### config.mk
export PLATFORM = sky130hd
export DESIGN_NAME = eth_tx_arbiter
export DESIGN_NICKNAME = d
export VERILOG_FILES = /design/src/rtl/eth_pkg.sv /design/src/rtl/eth_tx_arbiter.sv
export SDC_FILE = /design/constraint.sdc
export NUM_CORES = 1
export LEC_CHECK = 0
export ABC_CLOCK_PERIOD_IN_PS = 2100
export BUFFER_PORTS_ARGS = -buffer_cell sky130_fd_sc_hd__clkbuf_2
export CAP_MARGIN = 20
export CORE_ASPECT_RATIO = 0.75
export CORE_UTILIZATION = 25
export CTS_CLUSTER_DIAMETER = 30
export CTS_CLUSTER_SIZE = 10
export DETAILED_ROUTE_END_ITERATION = 16
export PLACE_DENSITY = 0.46
export SLEW_MARGIN = 15
export SYNTH_ARGS = -nofsm -noshare
export SYNTH_HDL_FRONTEND = slang
export SYNTH_SLANG_ARGS = --single-unit
### constraint.sdc
create_clock -name sys_clk -period 2.1 [get_ports sys_clk]
set_clock_uncertainty 0.2 [all_clocks]
set_input_delay 0.21 -clock sys_clk [delete_from_list [all_inputs] [get_ports sys_clk]]
set_output_delay 0.21 -clock sys_clk [all_outputs]
set_load 0.02 [all_outputs]
### src/rtl/eth_pkg.sv
// rtl/eth_pkg.sv - shared Ethernet transmit types and constants
// Purpose: state and owner encodings for the MII transmit arbiter, plus the
//          inter-frame gap length that the frame senders also rely on.
// Ports:   none (package).
package eth_pkg;

  typedef enum logic [1:0] {
    IDLE,
    GNT_ARP,
    GNT_UDP,
    IFG
  } tx_arb_state_t;

  typedef enum logic {
    OWN_ARP,
    OWN_UDP
  } owner_t;

  // 12 byte times on a nibble-wide MII bus.
  localparam int ETH_IFG_NIBBLES = 24;

endpackage

### src/rtl/eth_tx_arbiter.sv
// rtl/eth_tx_arbiter.sv - two-source MII transmit arbiter with IFG and watchdog
// Purpose: grants the single MII transmit path to the ARP-reply generator or
//          the UDP/IP sender for one whole frame, registers the owner's nibble
//          stream onto the PHY pins, then holds the bus idle for the
//          inter-frame gap. A watchdog revokes a grant that never ends.
// Ports:
//   sys_clk, sys_rst_n          transmit clock; async active-low reset
//   arp_req/udp_req             level requests, held until granted
//   arp_tx_en/arp_tx_data       ARP nibble stream
//   udp_tx_en/udp_tx_data       UDP nibble stream
//   arp_done/udp_done           end-of-frame pulse on the last nibble
//   arp_gnt/udp_gnt             current owner of the PHY
//   eth_tx_en/eth_tx_data       registered MII transmit outputs
//   timeout_err                 1-cycle pulse when the watchdog revokes a grant
module eth_tx_arbiter
  import eth_pkg::*;
#(
  parameter int IFG_NIBBLES    = ETH_IFG_NIBBLES,
  parameter int TIMEOUT_CYCLES = 4096,
  parameter int CNT_W          = 13
) (
  input  logic       sys_clk,
  input  logic       sys_rst_n,
  input  logic       arp_req,
  input  logic       arp_tx_en,
  input  logic [3:0] arp_tx_data,
  input  logic       arp_done,
  input  logic       udp_req,
  input  logic       udp_tx_en,
  input  logic [3:0] udp_tx_data,
  input  logic       udp_done,
  output logic       arp_gnt,
  output logic       udp_gnt,
  output logic       eth_tx_en,
  output logic [3:0] eth_tx_data,
  output logic       timeout_err
);

  localparam logic [CNT_W-1:0] TO_LAST  = CNT_W'(TIMEOUT_CYCLES - 1);
  localparam logic [CNT_W-1:0] IFG_LAST = CNT_W'(IFG_NIBBLES - 1);
  localparam logic [CNT_W-1:0] CNT_ONE  = CNT_W'(1);

  tx_arb_state_t    state, state_nx;
  owner_t           last_owner, last_owner_nx;
  owner_t           own;
  logic [CNT_W-1:0] cnt, cnt_nx;
  logic             tx_en_nx, timeout_nx;
  logic [3:0]       tx_data_nx;
  logic             sel_en, sel_done;
  logic [3:0]       sel_data;

  // Only the granted source is looked at; the other one's stream is don't-care.
  assign sel_en   = (state == GNT_ARP) ? arp_tx_en   : udp_tx_en;
  assign sel_data = (state == GNT_ARP) ? arp_tx_data : udp_tx_data;
  assign sel_done = (state == GNT_ARP) ? arp_done    : udp_done;
  assign own      = (state == GNT_ARP) ? OWN_ARP     : OWN_UDP;

  // Grants come straight from the state register, so they are never high in
  // IDLE or IFG and can never both be high.
  assign arp_gnt = (state == GNT_ARP);
  assign udp_gnt = (state == GNT_UDP);

  always_comb begin
    state_nx      = state;
    last_owner_nx = last_owner;
    cnt_nx        = cnt;
    tx_en_nx      = 1'b0;
    tx_data_nx    = 4'h0;
    timeout_nx    = 1'b0;
    case (state)
      IDLE: begin
        cnt_nx = '0;
        // On a tie the source that did not transmit last wins.
        if (arp_req && (!udp_req || last_owner == OWN_UDP)) begin
          state_nx = GNT_ARP;
        end else if (udp_req) begin
          state_nx = GNT_UDP;
        end
      end
      GNT_ARP, GNT_UDP: begin
        tx_en_nx   = sel_en;
        tx_data_nx = sel_en ? sel_data : 4'h0;
        cnt_nx     = cnt + CNT_ONE;
        // done is checked first so a frame ending on the last allowed cycle
        // is a normal completion, not a watchdog event.
        if (sel_done) begin
          state_nx      = IFG;
          last_owner_nx = own;
          cnt_nx        = '0;
        end else if (cnt == TO_LAST) begin
          state_nx      = IFG;
          last_owner_nx = own;
          cnt_nx        = '0;
          timeout_nx    = 1'b1;
          tx_en_nx      = 1'b0;
          tx_data_nx    = 4'h0;
        end
      end
      IFG: begin
        if (cnt == IFG_LAST) begin
          state_nx = IDLE;
          cnt_nx   = '0;
        end else begin
          cnt_nx = cnt + CNT_ONE;
        end
      end
      default: state_nx = IDLE;
    endcase
  end

  always_ff @(posedge sys_clk or negedge sys_rst_n) begin
    if (!sys_rst_n) begin
      state       <= IDLE;
      last_owner  <= OWN_UDP;
      cnt         <= '0;
      eth_tx_en   <= 1'b0;
      eth_tx_data <= 4'h0;
      timeout_err <= 1'b0;
    end else begin
      state       <= state_nx;
      last_owner  <= last_owner_nx;
      cnt         <= cnt_nx;
      eth_tx_en   <= tx_en_nx;
      eth_tx_data <= tx_data_nx;
      timeout_err <= timeout_nx;
    end
  end

endmodule

Yosys cells after proc, flatten, opt, wreduce, memory -nomap -nowiden

Index checks and enable logic that the tools add are counted.

Bits in registers: 22
Output and inout bits: 8
Logic and storage cells: 49

Add/sub/neg operators: 1
Equal/unequal tests: 8
Multiplexer cells: 26
Reductions and logical operators: 8

Operator list:

| operator                                                          | count |
|---|---|
| 13-bit 2-to-1 mux                                                 | 3 |
| 13-bit case mux with 3 select lines                               | 1 |
| 4-bit 2-to-1 mux                                                  | 5 |
| 13-bit by 1-bit adder with 13-bit output, second input constant   | 1 |
| 13-bit by 12-bit == test with 1-bit output, second input constant | 1 |
| 13-bit by 5-bit == test with 1-bit output, second input constant  | 1 |
| 1-bit 2-to-1 mux                                                  | 11 |
| 2-bit 2-to-1 mux                                                  | 5 |
| 3-bit inequality test, second input constant                      | 2 |
| 2-bit case mux with 3 select lines                                | 1 |
| 2-bit == test, second input constant                              | 2 |
| 3-bit AND reduction                                               | 1 |
| 2-bit by 1-bit == test with 1-bit output, second input constant   | 1 |
| 2-bit logical NOT                                                 | 1 |
| 2-bit inequality test, second input constant                      | 1 |
| 2-bit AND reduction                                               | 1 |
| 2-bit nonzero test                                                | 1 |
| 2-bit OR reduction                                                | 1 |
| 1-bit logical AND                                                 | 1 |
| 1-bit logical NOT                                                 | 1 |
| 1-bit logical OR                                                  | 1 |

Longest topological paths before layout

Word-level depth: 6
Gate-level depth with buffers: 8
Depth with buffers taken out: 6

Worst setup path before layout

OpenSTA, ideal clock, no wires.

Kind: register to register
Start point: register state[1]
End point: register state[0]
Setup time: 126 ps
Data arrival time: 1797 ps
Slack: -23 ps
Stages on the path, launching flop included: 9
Path buffers: 2
Cells stage by stage: dfrtp_1 -> inv_1 -> ha_1 -> buf_2 -> mux2i_1 -> and2_1 -> a21oi_4 -> buf_6 -> o2bb2ai_1

Cells in the longest elaborated chain, start to end: 4

RTL lines:

| what                                                                                       | RTL line                                   | source |
|---|---|---|
| start, declared                                                                            | eth_tx_arbiter.sv:43                       | `tx_arb_state_t state, state_nx;` |
| start signal, assigned                                                                     | eth_tx_arbiter.sv:120                      | `state <= state_nx;` |
| 2-bit by 1-bit == test with 1-bit output (*)                                               | n/a                                        |  |
| net arp_gnt                                                                                | eth_tx_arbiter.sv:32                       | `output logic arp_gnt,` |
| 1-bit 2-to-1 mux or 2-bit OR reduction (tied branches)                                     | eth_tx_arbiter.sv:55, eth_tx_arbiter.sv:70 |  |
| 3-bit inequality test (no source line) or 2-bit 2-to-1 mux (tied branches)                 | n/a                                        |  |
| 3-bit AND reduction (no source line) or 2-bit case mux with 3 select lines (tied branches) | n/a                                        |  |

The timed path passes the listed nets; every way through them passes the cells marked *.
A chain may end at the register's enable or synchronous reset.

Final worst setup path

Start point: register cnt[0]
End point: register cnt[9]

Cells in the longest elaborated chain, start to end: 4

RTL lines:

| what                                                                                                   | RTL line                                                          | source |
|---|---|---|
| start, declared                                                                                        | eth_tx_arbiter.sv:46                                              | `logic [CNT_W-1:0] cnt, cnt_nx;` |
| start signal, assigned                                                                                 | eth_tx_arbiter.sv:122                                             | `cnt <= cnt_nx;` |
| 13-bit by 1-bit adder with 13-bit output or 13-bit by 12-bit == test with 1-bit output (tied branches) | eth_tx_arbiter.sv:83, eth_tx_arbiter.sv:104, eth_tx_arbiter.sv:90 |  |
| 13-bit 2-to-1 mux                                                                                      | eth_tx_arbiter.sv:90                                              | `end else if (cnt == TO_LAST) begin` |
| 13-bit 2-to-1 mux                                                                                      | eth_tx_arbiter.sv:86                                              | `if (sel_done) begin` |
| 13-bit case mux with 3 select lines (*)                                                                | eth_tx_arbiter.sv:70                                              | `case (state)` |
| net cnt_nx[9]                                                                                          | eth_tx_arbiter.sv:46                                              |  |

Marked as above.

==> run summary <==
Outcome: completed
Flops & latches, synth: 22
Sw Share: 36.4%
Final hold vios: 0
Final Instance Area: 0.00156 mm^2
CTS HTree Levels: 1
CTS Sinks: 22
Syn nets: 130
Syn Inst Count: 109
Layout cells sized above 1: 31.8%
Vias in the first global route: 856
Area growth syn-to-layout: 33.2%
Initial DRC count: 31
Die ar.: 0.00498 mm^2
Proportion of power drawn by combinational gates: 49.2%
HP Class: in2reg
Vias: 904
Final min period: 2.01 ns
Nets: 170
Hold Path Depth: 3
Boundary Pins: 24
WL final: 2620 um
Required @ worst endpoint: 2.04 ns
Largest net degree at the start of global routing: 23
P_leak: 0.000734 uW
Max VDD drop: 616 uV
Mux cell area share after synthesis: 6.93%
Maximum clock path buffer count: 2
Top Metal Used: met3
Crit end category: flop
Yosys warnings: 0
Clock share of power: 20.8%
First-pass DRT Iterations: 4
Pre-CTS WS: 0.0311 ns
Crit-path max FO: 12
Area post-placement: 0.00143 mm^2
WL/cell: 12.8 um
Max Cap Viol: 0
Global-route wire length before repair: 4210 um
Arrival @ worst endpoint: 1.95 ns
Grt total ovfl: 0
Skew-Pair Late Insertion Delay: 0.26 ns
Reg power frac: 30.0%
Clock slew at reported path FFs: 0.08 ns
Crit path launch type: flop
Crit share post-route: 95.7%
Post-synth EDFFs: 0
Post-Synth XOR/XNOR Area: 7.46%
Main combinational cell family by area after synthesis: simple AND/OR/NAND/NOR gates
Sequential element share of the synthesized area: 47.0%
Hold_sp: arp_tx_data[1]
Core footprint: 0.00449 mm^2
Final routed DRC violation total: 0
R2R Setup Slk: 0.09 ns
Cell-internal power: 1180 uW
P per Cell Area: 1190 mW/mm^2
Detailed placement HPWL: 1940 um
Min-Delay Endpoint: eth_tx_data[1]
Ys flop type: dfrtp_1
Die Height: 61.3 um
Sw Pwr: 675 uW
Maximum clock rate: 0.497 GHz
R2R depth: 6
Initial antenna violation count: 0
Synth Area in Adders: 5.33%
Synth Area in Simple Gates: 21.0%
DR WL met3: 84 um
Vias/cell: 4.41
Inserted Clock Buffers: 3
Worst r2r src: cnt[0]
IO Port Bufs: 23
# setup viols final: 0
Mean Syn Cell Area: 10.8 um^2
Final WS setup: 0.0894 ns
Max-slew headroom: 62.6%
Placed insts: 195
Final std cells w/o fill: 205
CTS tree: built
Die Width: 81.1 um
Clk root buf: clkbuf_8
Initial core utilization: 26.1%
Setup Crit Path Kind: reg2reg
Routability cong.: 0.727
DRT met1 WL: 1290 um
Final slew viol count: 0
Met2 routed WL: 1250 um
Gr usage total: 11.3%
Tightest Pin Transition: 0.561 ns
Row cnt: 21
Cell Area, Synth: 0.00117 mm^2
Reg-to-reg critical path endpoint: cnt[9]
Ys async rst share: 100%
Compound-cell area share of the yosys netlist: 8.32%
ANT cells: 0
Distinct cell type count after synthesis: 37
Number of antenna-violating nets in the routed design: 0
## registers in the layout, summed over array words and instances (netlist names)
name	count
last_owner	1
timeout_err	1
eth_tx_data	4
state	2
eth_tx_en	1
cnt	13
## Yosys cell counts, types with 3 or more instances
cell     instances  area (um^2)
dfrtp_1         21          526
nand4_1          3         18.8
nor3_1          11         55.1
ha_1             5         62.6
nor2_1           6         22.5
xnor2_1          3         26.3
nand2_1          3         11.3
nand3_1          5         25.0
mux2i_1          7         70.1
inv_1            6         22.5
xor2_1           7         61.3
## worst max-delay path by stage
stage / startpoint / end / slack (ns) / depth (start not counted)
finish: cnt[0] / cnt[9] / 0.09 / 6
global route: cnt[1] / state[1] / -0.005 / 5
CTS: cnt[0] / state[1] / 0.02 / 5
detailed placement: cnt[0] / last_owner / 0.03 / 5
global placement: cnt[0] / state[1] / 0.12 / 5
floorplan: state[1] / state[0] / 0.03 / 8
## cell families after synthesis
group,after synthesis
compound gates,12
mux,8
fa+ha+maj,5
xor+xnor,10
simple gates,42
buf+inv,10
flops,22
## repair_timing
| item | 4_1_cts | 5_1_grt |
|---|---|---|
| setup endpoints to repair | 0 | 17 |
| setup buffers | 0 | 1 |
| endpoints found under the hold margin | 23 | 0 |
| hold buffers | 5 | 0 |
| resized for setup | 0 | 2 |
## power groups by stage
stage	clock, uW	combinational [uW]	sequential (uW)
after CTS	406	877	559
final	386	912	557
after detailed placement	0	856	568
after floorplan	0	520	605
after global routing	422	1000	569
after global placement	0	843	560
## critical path, stage by stage, from the launching register on
cell	delay [ns]
dfrtp_1	0.37
ha_1	0.19
nand3_1	0.13
or4_4	0.56
a21oi_4	0.21
buf_12	0.16
nor3_1	0.05
## per-stage QoR
stage	utilization, %	total power (uW)	TNS (ns)	hold slack [ns]
2_1_floorplan	-	1130	0	-0.286
3_3_place_gp	31.7	1400	0	0.0276
3_5_place_dp	31.7	1420	0	0.0254
4_1_cts	34.4	1840	0	0.0125
5_1_grt	34.8	1990	-0.00541	0.0426
6_report	34.8	1850	0	0.0142
## routing by layer
| metal | GRT usage, % | vias to the layer above |
|---|---|---|
| met1 | 16.3 | 427 |
| li1 | - | 468 |
| met3 | 3.11 | 0 |
| met4 | 0.765 | 0 |
| met5 | 0 | - |
| met2 | 17.9 | 9 |
## cell usage in the layout, fill, tap and decap left out, types with 2 or more instances in the layout
cell,instances
clkbuf_2,23
dfrtp_1,21
nor3_1,11
buf_4,10
mux2i_1,7
xor2_1,7
inv_1,6
nor2_1,6
nand3_1,5
dlygate4sd3_1,5
ha_1,4
nand4_1,3
xnor2_1,3
nand2_1,3
clkbuf_8,3
and2_1,2
nor4_1,2
and3_1,2
nor3b_1,2
o21ai_0,2
a21oi_1,2
## area by class of cell
cell class	count	area, um^2
Clock buffer	3	41.3
Clock inverter	1	30.0
Fill cell	455	2930
Inverter	6	22.5
Multi-Input combinational cell	77	586
Sequential cell	22	552
Tap cell	57	71.3
Timing Repair Buffer	39	260
(Power assumes the default switching activity.)
